<file path="config.mk">
export PLATFORM = sky130hd
export DESIGN_NAME = pio_uart_rx
export DESIGN_NICKNAME = d
export VERILOG_FILES = /design/src/rtl/pio_uart_pkg.sv /design/src/rtl/pio_sync_fifo.sv /design/src/rtl/pio_uart_rx.sv
export SDC_FILE = /design/constraint.sdc
export NUM_CORES = 1
export LEC_CHECK = 0
export CELL_PAD_IN_SITES_DETAIL_PLACEMENT = 2
export CELL_PAD_IN_SITES_GLOBAL_PLACEMENT = 2
export CORE_UTILIZATION = 38
export DETAILED_ROUTE_END_ITERATION = 12
export GPL_TIMING_DRIVEN = 0
export HOLD_SLACK_MARGIN = 0.15
export PLACE_DENSITY_LB_ADDON = 0.08
export SETUP_SLACK_MARGIN = 0.15
export SYNTH_ARGS = -nofsm -noshare
export SYNTH_HDL_FRONTEND = slang
export SYNTH_HIERARCHICAL = 1
export SYNTH_SLANG_ARGS = --single-unit
</file>
<file path="constraint.sdc">
create_clock -name clk -period 4.2 [get_ports clk]
set_clock_uncertainty 0.15 [all_clocks]
set_input_delay 0.84 -clock clk [delete_from_list [all_inputs] [get_ports clk]]
set_output_delay 0.84 -clock clk [all_outputs]
set_load 0.01 [all_outputs]
</file>
<file path="src/rtl/pio_uart_pkg.sv">
// Shared types and constants for the PIO UART receive path.
package pio_uart_pkg;

   typedef enum logic [2:0] {
      IDLE  = 3'd0,
      START = 3'd1,
      DATA  = 3'd2,
      STOP  = 3'd3,
      BREAK = 3'd4
   } uart_state_e;

   localparam int MIN_DIV        = 4;
   localparam int DEF_DATA_BITS  = 8;
   localparam int DEF_FIFO_DEPTH = 4;

endpackage

</file>
<file path="src/rtl/pio_sync_fifo.sv">
// First-word-fall-through synchronous FIFO; DEPTH must be a power of two >= 2.
module pio_sync_fifo #(
   parameter int WIDTH = 8,
   parameter int DEPTH = 4
) (
   input  logic                     clk_i,
   input  logic                     rst_ni,
   input  logic                     push_i,
   input  logic [WIDTH-1:0]         din_i,
   input  logic                     pop_i,
   output logic [WIDTH-1:0]         dout_o,
   output logic                     full_o,
   output logic                     empty_o,
   output logic [$clog2(DEPTH):0]   count_o
);

   localparam int AW = $clog2(DEPTH);

   logic [WIDTH-1:0] mem_q [DEPTH];
   logic [AW-1:0]    rd_q, rd_d, wr_q, wr_d;
   logic [AW:0]      count_q, count_d;
   logic             do_push, do_pop;

   assign empty_o = (count_q == '0);
   assign full_o  = (count_q == (AW+1)'(DEPTH));
   assign count_o = count_q;

   // A push into a full FIFO still lands when the head leaves in the same cycle.
   assign do_pop  = pop_i && !empty_o;
   assign do_push = push_i && (!full_o || do_pop);

   always_comb begin
      rd_d    = rd_q;
      wr_d    = wr_q;
      count_d = count_q;
      if (do_pop)  rd_d = rd_q + 1'b1;
      if (do_push) wr_d = wr_q + 1'b1;
      case ({do_push, do_pop})
         2'b10:   count_d = count_q + 1'b1;
         2'b01:   count_d = count_q - 1'b1;
         default: count_d = count_q;
      endcase
   end

   always_ff @(posedge clk_i or negedge rst_ni) begin
      if (!rst_ni) begin
         rd_q    <= '0;
         wr_q    <= '0;
         count_q <= '0;
      end else begin
         rd_q    <= rd_d;
         wr_q    <= wr_d;
         count_q <= count_d;
      end
   end

   always_ff @(posedge clk_i) begin
      if (do_push) mem_q[wr_q] <= din_i;
   end

   assign dout_o = empty_o ? '0 : mem_q[rd_q];

endmodule

</file>
<file path="src/rtl/pio_uart_rx.sv">
// 8N1-style UART receiver: synchronizer, mid-bit sampling FSM and an output FIFO.
module pio_uart_rx
   import pio_uart_pkg::*;
#(
   parameter int DATA_BITS  = DEF_DATA_BITS,
   parameter int FIFO_DEPTH = DEF_FIFO_DEPTH,
   parameter int DIV_W      = 16
) (
   input  logic                 clk,
   input  logic                 reset,
   input  logic                 en,
   input  logic [DIV_W-1:0]     div,
   input  logic                 rx,
   output logic [DATA_BITS-1:0] dout,
   output logic                 valid,
   input  logic                 ready,
   output logic                 frame_err,
   output logic                 overrun,
   input  logic                 clr,
   output logic                 busy,
   output logic [2:0]           dbg_state
);

   localparam int BW = $clog2(DATA_BITS + 1);

   uart_state_e          state_q, state_d;
   logic                 sync1_q, rx_s_q, rx_q;
   logic [DIV_W-1:0]     bit_len_q, bit_len_d, cnt_q, cnt_d, div_eff;
   logic [BW-1:0]        bitcnt_q, bitcnt_d;
   logic [DATA_BITS-1:0] sr_q, sr_d;
   logic                 fe_q, fe_d, ovr_q, ovr_d;
   logic                 push, tick, fifo_full, fifo_empty, drop;

   assign div_eff = (div < DIV_W'(MIN_DIV)) ? DIV_W'(MIN_DIV) : div;
   assign tick    = (cnt_q == '0);

   always_comb begin
      state_d   = state_q;
      cnt_d     = cnt_q;
      bit_len_d = bit_len_q;
      bitcnt_d  = bitcnt_q;
      sr_d      = sr_q;
      push      = 1'b0;
      fe_d      = 1'b0;
      if (!en) begin
         state_d = IDLE;
      end else begin
         case (state_q)
            IDLE: if (rx_q && !rx_s_q) begin
               state_d   = START;
               bit_len_d = div_eff;
               cnt_d     = (div_eff >> 1) - 1'b1;
            end
            START: if (tick) begin
               if (!rx_s_q) begin
                  state_d  = DATA;
                  cnt_d    = bit_len_q - 1'b1;
                  bitcnt_d = '0;
               end else begin
                  state_d = IDLE;
               end
            end else cnt_d = cnt_q - 1'b1;
            DATA: if (tick) begin
               sr_d     = {rx_s_q, sr_q[DATA_BITS-1:1]};
               cnt_d    = bit_len_q - 1'b1;
               bitcnt_d = bitcnt_q + 1'b1;
               if (bitcnt_q == BW'(DATA_BITS - 1)) state_d = STOP;
            end else cnt_d = cnt_q - 1'b1;
            STOP: if (tick) begin
               if (rx_s_q) begin
                  push    = 1'b1;
                  state_d = IDLE;
               end else begin
                  fe_d    = 1'b1;
                  state_d = BREAK;
               end
            end else cnt_d = cnt_q - 1'b1;
            // Hold here until the line returns high so a break cannot look like a new start.
            BREAK: if (rx_s_q) state_d = IDLE;
            default: state_d = IDLE;
         endcase
      end
   end

   assign drop  = push && fifo_full && !(ready && valid);
   assign ovr_d = drop ? 1'b1 : (clr ? 1'b0 : ovr_q);

   always_ff @(posedge clk or negedge reset) begin
      if (!reset) begin
         state_q   <= IDLE;
         sync1_q   <= 1'b1;
         rx_s_q    <= 1'b1;
         rx_q      <= 1'b1;
         bit_len_q <= DIV_W'(MIN_DIV);
         cnt_q     <= '0;
         bitcnt_q  <= '0;
         sr_q      <= '0;
         fe_q      <= 1'b0;
         ovr_q     <= 1'b0;
      end else begin
         state_q   <= state_d;
         sync1_q   <= rx;
         rx_s_q    <= sync1_q;
         rx_q      <= rx_s_q;
         bit_len_q <= bit_len_d;
         cnt_q     <= cnt_d;
         bitcnt_q  <= bitcnt_d;
         sr_q      <= sr_d;
         fe_q      <= fe_d;
         ovr_q     <= ovr_d;
      end
   end

   pio_sync_fifo #(
      .WIDTH (DATA_BITS),
      .DEPTH (FIFO_DEPTH)
   ) u_fifo (
      .clk_i   (clk),
      .rst_ni  (reset),
      .push_i  (push),
      .din_i   (sr_d),
      .pop_i   (ready),
      .dout_o  (dout),
      .full_o  (fifo_full),
      .empty_o (fifo_empty),
      .count_o ()
   );

   assign valid     = !fifo_empty;
   assign frame_err = fe_q;
   assign overrun   = ovr_q;
   assign busy      = (state_q != IDLE);
   assign dbg_state = state_q;

endmodule

</file>
[Yosys cells after proc, flatten, opt, wreduce, memory -nomap -nowiden]
Memories as Yosys holds them, arrays and structs flattened.
Index checks and enable logic that the tools add are counted.
Storage, ports and cells
  flip-flop bits (word level): 59
  input bits: 22
  logic and storage cells: 103
  memories: 1
  RAM bits: 32
  output and inout bits: 15
Memory list
  u_fifo.mem_q: words 4, bits a word 8, read ports 1, clocked after memory_dff 0, wr ports 1, RTL line pio_sync_fifo.sv:19  | logic [WIDTH-1:0] mem_q [DEPTH];
Cells by class
  $lt $le $gt $ge: 1
  add/subtract/negate cells: 8
  eq/ne operators: 20
  reduce and logical (&&, ||, !) cells: 22
  mux-type cells: 38
Operator list (number)
  16-bit 2-to-1 mux: 6
  16-bit case mux with 4 select lines: 1
  8-bit 2-to-1 mux: 4
  16-bit by 1-bit subtractor with 16-bit output (second input constant): 2
  3-bit 2-to-1 mux: 8
  3-bit != test (second input constant): 7
  16-bit logical NOT: 1
  16-bit by 3-bit < comparator with 1-bit output (second input constant): 1
  15-bit by 1-bit subtractor with 16-bit output (second input constant): 1
  3-bit case mux with 5 select lines: 1
  1-bit 2-to-1 mux: 12
  4-bit 2-to-1 mux: 3
  2-bit != test (second input constant): 5
  5-bit AND reduction: 2
  4-bit case mux with 2 select lines: 1
  3-bit by 2-bit equality test with 1-bit output (second input constant): 2
  3-bit equality test (second input constant): 2
  3-bit logical NOT: 2
  3-bit case mux with 2 select lines: 1
  6-bit AND reduction: 1
  2-bit nonzero test: 3
  1-bit logical AND: 5
  2-bit by 1-bit adder with 2-bit output (second input constant): 2
  4-bit by 1-bit adder with 4-bit output (second input constant): 1
  12 further kinds: 15

[Longest topological paths before layout]
  depth after elaboration: 7
  gate-level depth with buffers: 13
  depth with buffers taken out: 11

[Hierarchy]
The synthesis kept the hierarchy.
Modules (own cells, without submodules)
  pio_uart_rx: sequential area each 1306.3 um2, instances 1, area each 3298.2 um2, cells an instance 387
  pio_sync_fifo: sequential area each 1136.1 um2, instances 1, area each 1732.9 um2, cells an instance 104

[Worst setup path after synthesis]
OpenSTA, ideal clock, no wires.
  path kind: flip-flop to flip-flop
  start point: register cnt_q[0]
  end point: register u_fifo.count_q[1] (netlist: u_fifo/count_o[1])
  path buffers: 2
  arrival time: 3.048 ns
  clock period less this slack: 3.263 ns
  cell stages (with the launch flop): 14
  path slack: 0.937 ns
  library setup time: 0.065 ns
  cells stage by stage: dfrtp_1 > inv_1 > ha_1 > nor4b_4 > and4_1 > clkbuf_1 > nand2_1 > nor3_1 > clkbuf_1 > or2_2 > fa_1 > o21bai_1 > a31oi_1 > o21a_1
Between the ends
  word-level cells in the longest chain between the ends: 7
  elaborated cells between the ends (all ways): 9
  those cells by class: 2 x eq/ne; 4 x mux; 3 x reduce/logical
RTL lines
  start: declaration: RTL line pio_uart_rx.sv:28  | logic [DIV_W-1:0] bit_len_q, bit_len_d, cnt_q, cnt_d, div_eff;
  start signal: assignment: RTL line pio_uart_rx.sv:106  | cnt_q <= cnt_d;
  16-bit logical NOT *: RTL line pio_uart_rx.sv:35  | assign tick = (cnt_q == '0);
  1-bit 2-to-1 mux *: RTL line pio_uart_rx.sv:69  | STOP: if (tick) begin
  1-bit 2-to-1 mux *: RTL line pio_uart_rx.sv:48  | case (state_q)
  1-bit 2-to-1 mux *: RTL line pio_uart_rx.sv:45  | if (!en) begin
  named net push: RTL line pio_uart_rx.sv:32  | logic push, tick, fifo_full, fifo_empty, drop;
  1-bit logical AND *: RTL line pio_sync_fifo.sv:30  | assign do_push = push_i && (!full_o || do_pop);
  2-bit by 1-bit equality test with 1-bit output / 2-bit equality test (equally long branches): RTL line pio_sync_fifo.sv:38  | case ({do_push, do_pop})
  3-bit case mux with 2 select lines / 2-bit nonzero test (equally long branches)
  end signal: assignment: RTL line pio_sync_fifo.sv:53  | count_q <= count_d;
  end: declaration: RTL line pio_sync_fifo.sv:21  | logic [AW:0] count_q, count_d;
Mark *: on every way through the listed nets, which the timed path passes. The rest lies on a longest branch.
A chain may end at the register's enable or synchronous reset.

[Worst setup path in the final report]
Ends and elaborated chain as after synthesis.

==> out/results.md <==
• start point of the worst min-delay path: sync1_q
• number of instances in the synthesized netlist: 491
• starting utilization of the core area: 0.394
• Core Box Area: 12,800 sq um
• number of synthesized flops with an enable pin: 32
• data required time of the worst path: 4.34 ns
• fraction of synthesis flops using an asynchronous set or reset pin: 0.648
• number of cells traversed by the worst register-to-register path: 13
• via/cell ratio: 5.61
• IO buf count: 33
• setup-violating endpoint count in the final report: 0
• switching fraction of total power: 0.360
• Syn Area/Cell: 10.2 sq um
• DP Cell Count: 696
• standard-cell rows: 41
• Yosys cell types: 69
• count of TritonRoute iterations in the first routing pass: 4
• routability congestion estimate: 0.818
• post-synthesis net count: 522
• run status: complete, no violations
• CTS root buffer: clkbuf_16
• total negative slack for setup checks: 0 ns
• number of hold buffers added after CTS: 0
• fraction of final layout cells with drive strength greater than 1: 0.127
• met1 GRT Util: 0.331
• utilization of the core after routing: 0.461
• area of all placed cells without fillers: 5890 sq um
• transition time of the tightest slew-check pin: 0.855 ns
• Critical-path top delay cell: dfrtp_1
• routing layer with the top usage in global route: met2
• via count of the first global-routing pass: 4,325
• final worst path period need: 3.76 ns
• sequential fraction of the synthesis area: 0.485
• DR iter-0 viols: 243
• Yosys top cell by area: dfrtp_1
• I/O pin total: 37
• antenna violations before repair: 0
• critical path capture point type: register
• final slew viol count: 0
• worst min-delay path category: reg2reg
• DR WL/cell: 21.6 um
• sort of element at the start of the critical path: register
• die extent in x: 117 um
• Final Power: 2.97 mW
• top cells by count, synth: 69 x nand2_1, 55 x dfrtp_1, 40 x nor2_1
• instance area after placement: 5570 sq um
• met3 layer usage reported by global route: 0.0407
• total power density per cell area: 504 nW/um^2
• largest stage delay on the critical path: 0.43 ns
• final clock period utilization by the worst path: 0.895
• portion of total power attributed to combinational logic: 0.322
• total number of vias: 4,009
• vertical die dimension: 117 um
• most frequently used cell type in the post-synthesis netlist: nand2_1
• count of endpoints failing hold in the final timing report: 0
• worst slew slack as a fraction of its limit: 0.425
• Yosys top cell area share: 0.274
• Crit path buffers/inverters: 3
• Max Clock Freq: 0.266 GHz
• met2 demand-to-capacity share in global routing: 0.401
• post-route non-filler standard cell count: 714
• prevailing post-synth register cell: dfrtp_1
• H-tree depth: 3
• Area Overhead vs Synth: 17.0%
• overall global routing resource usage: 0.243
• number of nets in the layout: 568
• global-route wire length before repair: 24.3 mm
• WS Path Type: reg2reg
• Reg2Reg Setup Slack: 0.44 ns
• internal portion of total power: 1.90 mW
• number of clock sinks seen by CTS: 91
• ant diodes: 0
• post-detailed-placement half-perimeter wirelength: 11.1 mm
• buffer levels on the longest clock path: 2
• setup repair after global routing missed its margin: false
• switching power: 1.07 mW
• max-cap viol count: 0
• cell area after technology mapping: 5030 sq um
• CP Cell Sequence: inv_1 > ha_1 > nor4b_4 > and4_1 > clkbuf_1 > nand2_1 > nor3_1 > clkbuf_2 > or2_2 > fa_1 > o21bai_1 > a31oi_1 > o21a_1
• logic depth of the worst path, buffers included: 13
• launch point of the worst reg-to-reg path: cnt_q[0]
• kind of cell adding the most delay to the critical path: simple AND/OR/NAND/NOR gates
• clock tree from TritonCTS: built
• residual DRC count: 0
• CP endpoint: u_fifo/count_o[1]
• clock insertion delay at the later pin of the skew report: 0.36 ns
• TritonCTS Buffers: 9
• clock edge transition at the registers on the reported setup and hold paths: 0.07 ns
• maximum number of pins on one net before global-route repair: 60
• biggest fanout along the worst timing path: 10
• share of power burned in registers: 0.401
• total congestion overflow after global routing: 0
• Leakage Power: 2.27 nW
• die area: 13,700 sq um
• flops & latches, synth: 91
• arrival time reported for the critical path endpoint: 3.90 ns
• worst flop-to-flop path endpoint: u_fifo/count_o[1]
• launching element of the worst setup path: cnt_q[0]
• top cells by area in the synthesized netlist: dfrtp_1 27%, edfxtp_1 19%, nand2_1 5.1%, mux4_2 3.6%, nor2_1 3.0%
• final WL: 15.4 mm
• worst voltage drop across the vdd grid: 0.209 mV
• number of nets with antenna violations after detailed routing: 0
• Warnings, synthesis: 6
• clock power share: 0.276
-- repair_timing --
item | CTS | global route
resized for setup | 0 | 2
buffers inserted | 0 | 2
setup endpoints to repair | 0 | 2
-- area by class of cell --
cell class,instances,area [sq um]
Buffer,23,106
Timing Repair Buffer,35,343
Fill cell,1352,6890
Tap cell,172,215
Multi-Input combinational cell,358,2410
Clock inverter,7,71.3
Clock buffer,9,225
Sequential cell,91,2440
Inverter,19,71.3
-- logic make-up after synthesis --
family | Yosys count | synth area share
multiplexers | 23 | 0.0689
flip-flops | 91 | 0.485
AO/OA/AOI/OAI | 94 | 0.126
AND/OR/NAND/NOR | 202 | 0.208
XOR/XNOR | 30 | 0.0522
adder cells (fa/ha/maj) | 9 | 0.0239
buffers and inverters | 42 | 0.0351
-- sequential cells by signal, summed over array words and instances, names as in the netlist, 2 cells and up --
register	flops
bit_len_q	16
bitcnt_q	4
cnt_q	16
dbg_state	3
sr_q	8
u_fifo/count_o	3
u_fifo/mem_q	32
u_fifo/rd_q	2
u_fifo/wr_q	2
-- power by group through the flow --
stage                     logic (mW)  registers (mW)  clock network (mW)
final                          0.956            1.19               0.821
after global routing            1.06            1.21               0.870
after CTS                      0.970            1.19               0.842
after detailed placement       0.955            1.20                   0
after global placement         0.905            1.19                   0
after floorplan                0.615            1.15                   0
-- layer usage --
| metal | share of wire | routed length [um] |
|---|---|---|
| met1 | 0.48 | 7390 |
| met2 | 0.48 | 7460 |
| met3 | 0.024 | 376 |
| met4 | 0.013 | 206 |
| met5 | 0 | 0 |
-- through the flow --
stage | setup WS [ns] | hold slack (ns)
3_3_place_gp | -0.0629 | 0.209
2_1_floorplan | 0.937 | 0.195
5_1_grt | 0.192 | 0.226
3_5_place_dp | 0.209 | 0.212
4_1_cts | 0.177 | 0.223
6_report | 0.441 | 0.220
-- layout by cell type (no fill, tap or decap), drive strengths merged, types with 14 or more instances in the layout --
cell type	synthesis	layout
a21oi	14	14
clkbuf	15	24
clkdlybuf4s50	0	32
dfrtp	55	55
edfxtp	32	32
inv	19	22
nand2	70	70
nor2	41	41
nor4	19	19
o21ai	31	31
xnor2	17	17
-- worst min-delay path by stage --
stage	end	cells after the start
after floorplan	rx_s_q	0
after global placement	rx_s_q	0
after detailed placement	rx_s_q	0
after CTS	rx_s_q	0
after global routing	rx_s_q	0
final	rx_s_q	0
No activity file was read; power rests on OpenSTA's default activity.
